==> src/rtl/jam_cost_loader.sv <==
// Cost-matrix front end for the JAM: streams in an 8x8 matrix and holds JAM in reset until it is complete.
// It serves registered (W, J) lookups while JAM runs, and keeps JAM's result until the consumer accepts it.
module jam_cost_loader #(
    parameter int COST_W = 7,
    parameter int IDX_W  = 3
) (
    input  logic              CLK,
    input  logic              RST,
    input  logic              in_valid,
    output logic              in_ready,
    input  logic [COST_W-1:0] in_data,
    input  logic              in_last,
    output logic              load_err,
    output logic              jam_rst,
    input  logic [IDX_W-1:0]  W,
    input  logic [IDX_W-1:0]  J,
    output logic [COST_W-1:0] Cost,
    input  logic              jam_valid,
    input  logic [9:0]        jam_min_cost,
    input  logic [3:0]        jam_match_count,
    output logic              res_valid,
    output logic [9:0]        res_min_cost,
    output logic [3:0]        res_match_count,
    input  logic              res_ack
);

    localparam int ADDR_W = 2 * IDX_W;
    localparam int DEPTH  = 1 << ADDR_W;

    typedef enum logic [1:0] {LOAD, RUN, DONE} state_t;

    state_t              state;
    state_t              next_state;
    logic [ADDR_W-1:0]   wr_ptr;
    logic [COST_W-1:0]   mem [DEPTH];
    logic                xfer;
    logic                at_end;
    logic                frame_ok;
    logic                frame_err;

    // in_last must coincide exactly with the final matrix slot; anything else restarts the load.
    assign xfer      = in_valid && in_ready && (state == LOAD);
    assign at_end    = (wr_ptr == '1);
    assign frame_ok  = xfer && at_end && in_last;
    assign frame_err = xfer && (at_end != in_last);

    always_comb begin
        next_state = state;
        case (state)
            LOAD:    if (frame_ok)  next_state = RUN;
            RUN:     if (jam_valid) next_state = DONE;
            DONE:    if (res_ack)   next_state = LOAD;
            default: next_state = LOAD;
        endcase
    end

    // Storage carries no reset so it can map onto RAM; every matrix is fully rewritten before RUN.
    always_ff @(posedge CLK) begin
        if (xfer)
            mem[wr_ptr] <= in_data;
    end

    always_ff @(posedge CLK) begin
        if (RST) begin
            state           <= LOAD;
            wr_ptr          <= '0;
            in_ready        <= 1'b0;
            load_err        <= 1'b0;
            jam_rst         <= 1'b1;
            Cost            <= '0;
            res_valid       <= 1'b0;
            res_min_cost    <= '0;
            res_match_count <= '0;
        end else begin
            state    <= next_state;
            in_ready <= (next_state == LOAD);
            jam_rst  <= (next_state != RUN);
            load_err <= frame_err;

            if (xfer)
                wr_ptr <= (frame_ok || frame_err) ? '0 : wr_ptr + 1'b1;

            // One-cycle lookup lines up with JAM's registered W/J -> Cost -> accumulate path.
            if (state == RUN)
                Cost <= mem[{W, J}];

            if (state == RUN && jam_valid) begin
                res_valid       <= 1'b1;
                res_min_cost    <= jam_min_cost;
                res_match_count <= jam_match_count;
            end else if (state == DONE && res_ack) begin
                res_valid <= 1'b0;
            end
        end
    end

endmodule

==> config.mk <==
export PLATFORM = sky130hd
export DESIGN_NAME = jam_cost_loader
export DESIGN_NICKNAME = d
export VERILOG_FILES = /design/src/rtl/jam_cost_loader.sv
export SDC_FILE = /design/constraint.sdc
export NUM_CORES = 1
export LEC_CHECK = 0
export ABC_CLOCK_PERIOD_IN_PS = 2500
export CORE_UTILIZATION = 45
export DETAILED_ROUTE_END_ITERATION = 12
export SYNTH_ARGS = -nofsm -noshare
export SYNTH_HDL_FRONTEND = slang
export SYNTH_SLANG_ARGS = --single-unit
export TNS_END_PERCENT = 30
==> constraint.sdc <==
create_clock -name CLK -period 2.5 [get_ports CLK]
set_input_delay 0.375 -clock CLK [delete_from_list [all_inputs] [get_ports CLK]]
set_output_delay 0.375 -clock CLK [all_outputs]
set_load 0.01 [all_outputs]
* Word-level counts from Yosys, hierarchy flattened
Memory sizes are Yosys's and may differ from the RTL's. A register that Yosys moved wholly into a read port is not among the register bits. Cells that the tools add are included.
Word-level totals: register bits 26, latch bits 0, memory bits (writable) 448, memory bits (read-only) 0, output and inout port bits 25, word-level logic and storage cells 35, memories kept 1
Memory list:
- mem | depth 64, bits a word 7, rd ports 1, clocked after Yosys merged registers in 1, wr ports 1, line 35 | logic [COST_W-1:0] mem [DEPTH];
Cells by class: add/sub/neg operators 1, multipliers 0, divide/modulo/power cells 0, magnitude comparators 0, eq/ne operators 5, shift operators 0, multiplexer cells 9, bitwise gates (word level) 0, reductions and logical operators 11
Operator list (number):
- logical AND 1 bit | 7
- adder 6 x 1 -> 6 bit, second input constant | 1
- equality test 6 bit, second input constant | 1
- 2-to-1 mux 2 bit | 3
- 2-to-1 mux 6 bit | 1
- case mux 2 bit (3 select lines) | 1
- logical NOT 2 bit | 2
- 2-to-1 mux 1 bit | 4
- equality test 2 x 1 -> 1 bit, second input constant | 1
- equality test 2 bit, second input constant | 1
- != test 2 x 1 -> 1 bit, second input constant | 1
- nonzero test 2 bit | 1
- logical OR 1 bit | 1
- != test 1 bit | 1

* Depth between registers and ports, before layout
depth after elaboration 7, mapped depth 8, mapped depth without buffers 5

* Least setup slack after synthesis
Ideal clock, no wire load.
path type register to register, start point register state[0], end point memory mem[55][0], enable pin, library setup time 360 ps, arrival 1643 ps, setup slack 497 ps, stages on the path, launching flop included 8, buffers on the path 3, clock period less this slack 2003 ps, path through dfxtp_1 > clkbuf_1 > and4bb_2 > and2_0 > buf_2 > nand3_1 > buf_2 > nor2_1
Between the ends: cells in the longest elaborated chain, start to end 4
Ends and longest elaborated chain:
- from (decl) | line 32 | state_t state;
- from (signal assigned) | line 75 | state <= next_state;
- logical NOT 2 bit | line 42 | assign xfer = in_valid && in_ready && (state == LOAD);
- logical AND 1 bit | line 42
- 2-to-1 mux 1 bit | line 59 | if (xfer)
- 2-to-1 mux 1 bit (implied by the code) | line 60 | mem[wr_ptr] <= in_data;
- to (decl) | line 35
Every way passes these cells.

==> impl_metrics.csv <==
group,metric,value,unit
logic_synthesis,ys_top_cells_by_area,"edfxtp_1 72%, mux4_2 10%, dfxtp_1 3.5%",
logic_synthesis,ys_seq_elements,481,
global_route,grt_pass1_wl,61.3,mm
critical_path,rr_worst_depth,6,
critical_path,worst-path-stages,6,
timing,period_minus_slack,2.19,ns
run_status,status,"finished, final reports clean",
power_and_ir_drop,p_clk_share,41.3,%
route,firstDrtPassIters,5,
cells_and_area,drive_above_1_share,27.5,%
clocking,post_cts_buffers,0,
global_route,antenna_found_initial,0,
placement,placed_cells,1649,
power_and_ir_drop,power_frac_comb,4.6,%
logic_synthesis,avgSynthCellArea,18.7,um2
critical_path,cp_slowest_cell,"mux4_2",
cells_and_area,area_growth,18.2,%
critical_path,slowest_delay,0.49,ns
power_and_ir_drop,p_leak,0.00716,uW
route,vias,9523,
floorplanning,row_count,74,
cells_and_area,final_cells,1733,
clocking,cts.path.max_buffers,3,
placement,hpwl,26.6,mm
global_route,grtUsageTotal,19.9,%
timing,slew_headroom,45.8,%
timing,fin_skew,0.0255,ns
floorplanning,die_area,42400,um2
clocking,numCtsBuffers,46,
power_and_ir_drop,p_sw_share,20.3,%
power_and_ir_drop,p_switching,3310,uW
logic_synthesis,synth_top_area_share,71.9,%
floorplanning,initial_core_util,45.7,%
logic_synthesis,synth_seq_area_share,75.5,%
critical_path,cp_data_arrival_time,2.63,ns
power_and_ir_drop,power_density,736,nW/um2
floorplanning,core-area,40900,um2
clocking,clock-sinks,481,
critical_path,worstPathCellList,"mux4_2 > mux2i_1 > o22ai_1 > nor4_1 > buf_4 > nor3_1",
critical_path,crit_path_max_fanout,1,
logic_synthesis,yosysWarnings,0,
logic_synthesis,netlist_area,18700,um2
timing,fmax,0.458,GHz
clocking,cts-root-buf,"clkbuf_16",
timing,tightest_slew,0.811,ns
route,wl_per_cell,23.6,um
floorplanning,die_h,206,um
timing,fin_tns_setup,0,ns
clocking,cts.repair.resized,0,
route,drtIter0Drc,1025,
logic_synthesis,synth_largest_area_cell,"edfxtp_1",
logic_synthesis,synth.distinct_cells,40,
critical_path,crit_type,"reg -> reg",
min_path,min_path_type,"in -> reg",
critical_path,worst-r2r-setup-slack,0.31,ns
clocking,cts.clk_slew.worst_paths,0.06,ns
cells_and_area,diodes,0,
placement,gp_congestion,0.852,
logic_synthesis,postSynthCellCount,998,
critical_path,cp.required,2.94,ns
timing,hold_viol,0,
timing,rsz0062_at_grt,"false",
critical_path,path_buf_inv,1,
timing,final-setup-viol-count,0,
route,routed_wirelength,40.8,mm
route,drc,0,
cells_and_area,final_nets,1199,
min_path,holdPathStages,1,
global_route,grt-ovfl-total,0,
logic_synthesis,syn_nets,1032,
placement,port_buffers,57,
clocking,cts_hold_buf,0,
critical_path,cp-start-kind,"flop",
route,antenna_left,0,
global_route,grt_pass1_vias,9721,
clocking,cts_tree,"done",
floorplanning,die_w,206,um
power_and_ir_drop,vdd_drop_max,438,uV
flow_run,drv_cap,0,
timing,drv_slew,0,
route,vias_per_cell,5.50,
clocking,htreeDepth,2,
critical_path,cpLargestDelayFamily,"multiplexers",
power_and_ir_drop,p_int,13000,uW
critical_path,cp-end-kind,"flop",
global_route,grt_max_degree,65,
power_and_ir_drop,power_frac_seq,54.1,%
clocking,clk_latency,0.57,ns
timing,period_share,87.4,%
floorplanning,pin_count,58,
-- per-layer routing --
| metal | part of all wire (%) | routed length, um | vias to the layer above | GRT usage [%] |
|---|---|---|---|---|
| li1 | - | - | 4348 | - |
| met1 | 46 | 18700 | 4864 | 29.4 |
| met2 | 47 | 19200 | 268 | 31.1 |
| met3 | 5.7 | 2320 | 43 | 3.15 |
| met4 | 1.4 | 573 | 0 | 4.52 |
| met5 | 0 | 0 | - | 0 |
-- worst paths after layout --
check	from	to
max	mem[12][0]$_DFFE_PP_	Cost[0]$_SDFFE_PP0N_
min	in_data[6]	mem[55][6]$_DFFE_PP_
max reg2reg	mem[12][0]$_DFFE_PP_	Cost[0]$_SDFFE_PP0N_
min reg2reg	res_min_cost[3]$_SDFFE_PP0P_	res_min_cost[3]$_SDFFE_PP0P_
-- synth_stat cells --
| library cell | number |
|---|---|
| edfxtp_1 | 448 |
| mux4_2 | 84 |
| nor2_1 | 75 |
| mux2_2 | 49 |
| nand2_1 | 43 |
| o22ai_1 | 42 |
| dfxtp_1 | 33 |
| mux2i_1 | 28 |
| nor3_1 | 24 |
| clkbuf_1 | 21 |
| a21oi_1 | 20 |
| buf_2 | 17 |
| a22oi_1 | 14 |
| nand3_1 | 13 |
| buf_4 | 12 |
| nor2b_1 | 11 |
| nand2b_1 | 8 |
| o21ai_0 | 8 |
| a211oi_1 | 7 |
| nor4_1 | 7 |
| xor2_1 | 4 |
| buf_1 | 3 |
| buf_6 | 3 |
| or2_2 | 3 |
| and2_0 | 2 |
| nand3b_1 | 2 |
| nor3b_1 | 2 |
| or3_1 | 2 |
| or3b_2 | 2 |
| a221o_1 | 1 |
| a31oi_1 | 1 |
| and2_1 | 1 |
| and3_1 | 1 |
| and3b_1 | 1 |
| and4bb_2 | 1 |
| ha_1 | 1 |
| inv_1 | 1 |
| nand4_1 | 1 |
| o21bai_1 | 1 |
| xnor2_1 | 1 |
-- logic make-up after synthesis --
family / Yosys count / synth area share (%)
AOI/OAI and AO/OA: 94 / 3.12
xor gates and xnor gates: 5 / 0.234
adders and majority gates: 1 / 0.0669
buffers and inverters: 57 / 1.62
DFF: 481 / 75.5
muxes: 161 / 14.6
and+or+nand+nor: 199 / 4.93
-- per-stage QoR --
step	area [um2]	setup slack (ns)	utilization, %	total power (uW)	hold slack, ns
6_report	22100	0.315	54.0	16300	0.254
5_1_grt	22100	0.247	54.0	16800	0.254
4_1_cts	22100	0.319	54.0	16400	0.244
3_5_place_dp	20700	-0.139	50.5	9740	0.451
3_3_place_gp	20700	-0.142	50.5	9730	0.440
2_1_floorplan	18700	0.497	-	9370	0.474
-- power groups by stage --
stage / clock (uW) / sequential, uW / combinational, uW
final: 6710 / 8800 / 754
after floorplan: 0 / 8980 / 387
after CTS: 6850 / 8800 / 763
after detailed placement: 0 / 8970 / 762
after global placement: 0 / 8970 / 756
after global routing: 7140 / 8800 / 807
-- sequential cells by signal, indices dropped and copies added, names as in the netlist, 2 cells and up --
name             flops
wr_ptr               6
mem                448
res_min_cost        10
Cost                 7
res_match_count      4
state                2
-- final cells by class --
cell class	instances	area, um2
clock buffers	53	1200
clock inverters	31	259
fillers	3215	18800
inverters	1	3.75
multi-input cells	460	4290
flip-flops and latches	481	14100
well taps	532	666
repair buffers	175	1590
-- placed cells by master, fill, tap and decap left out, types with 14 or more instances in the layout --
cell type	netlist	final
clkdlybuf4s50_1	0	47
mux2_2	49	49
edfxtp_1	448	448
a22oi_1	14	14
clkinv_1	0	15
dfxtp_1	33	33
clkbuf_16	0	47
o22ai_1	42	42
mux2i_1	28	28
buf_4	12	104
buf_12	0	14
nor2_1	75	75
nand2_1	43	43
mux4_2	84	84
a21oi_1	20	20
nor3_1	24	24
Power figures use the tool's default switching activity.
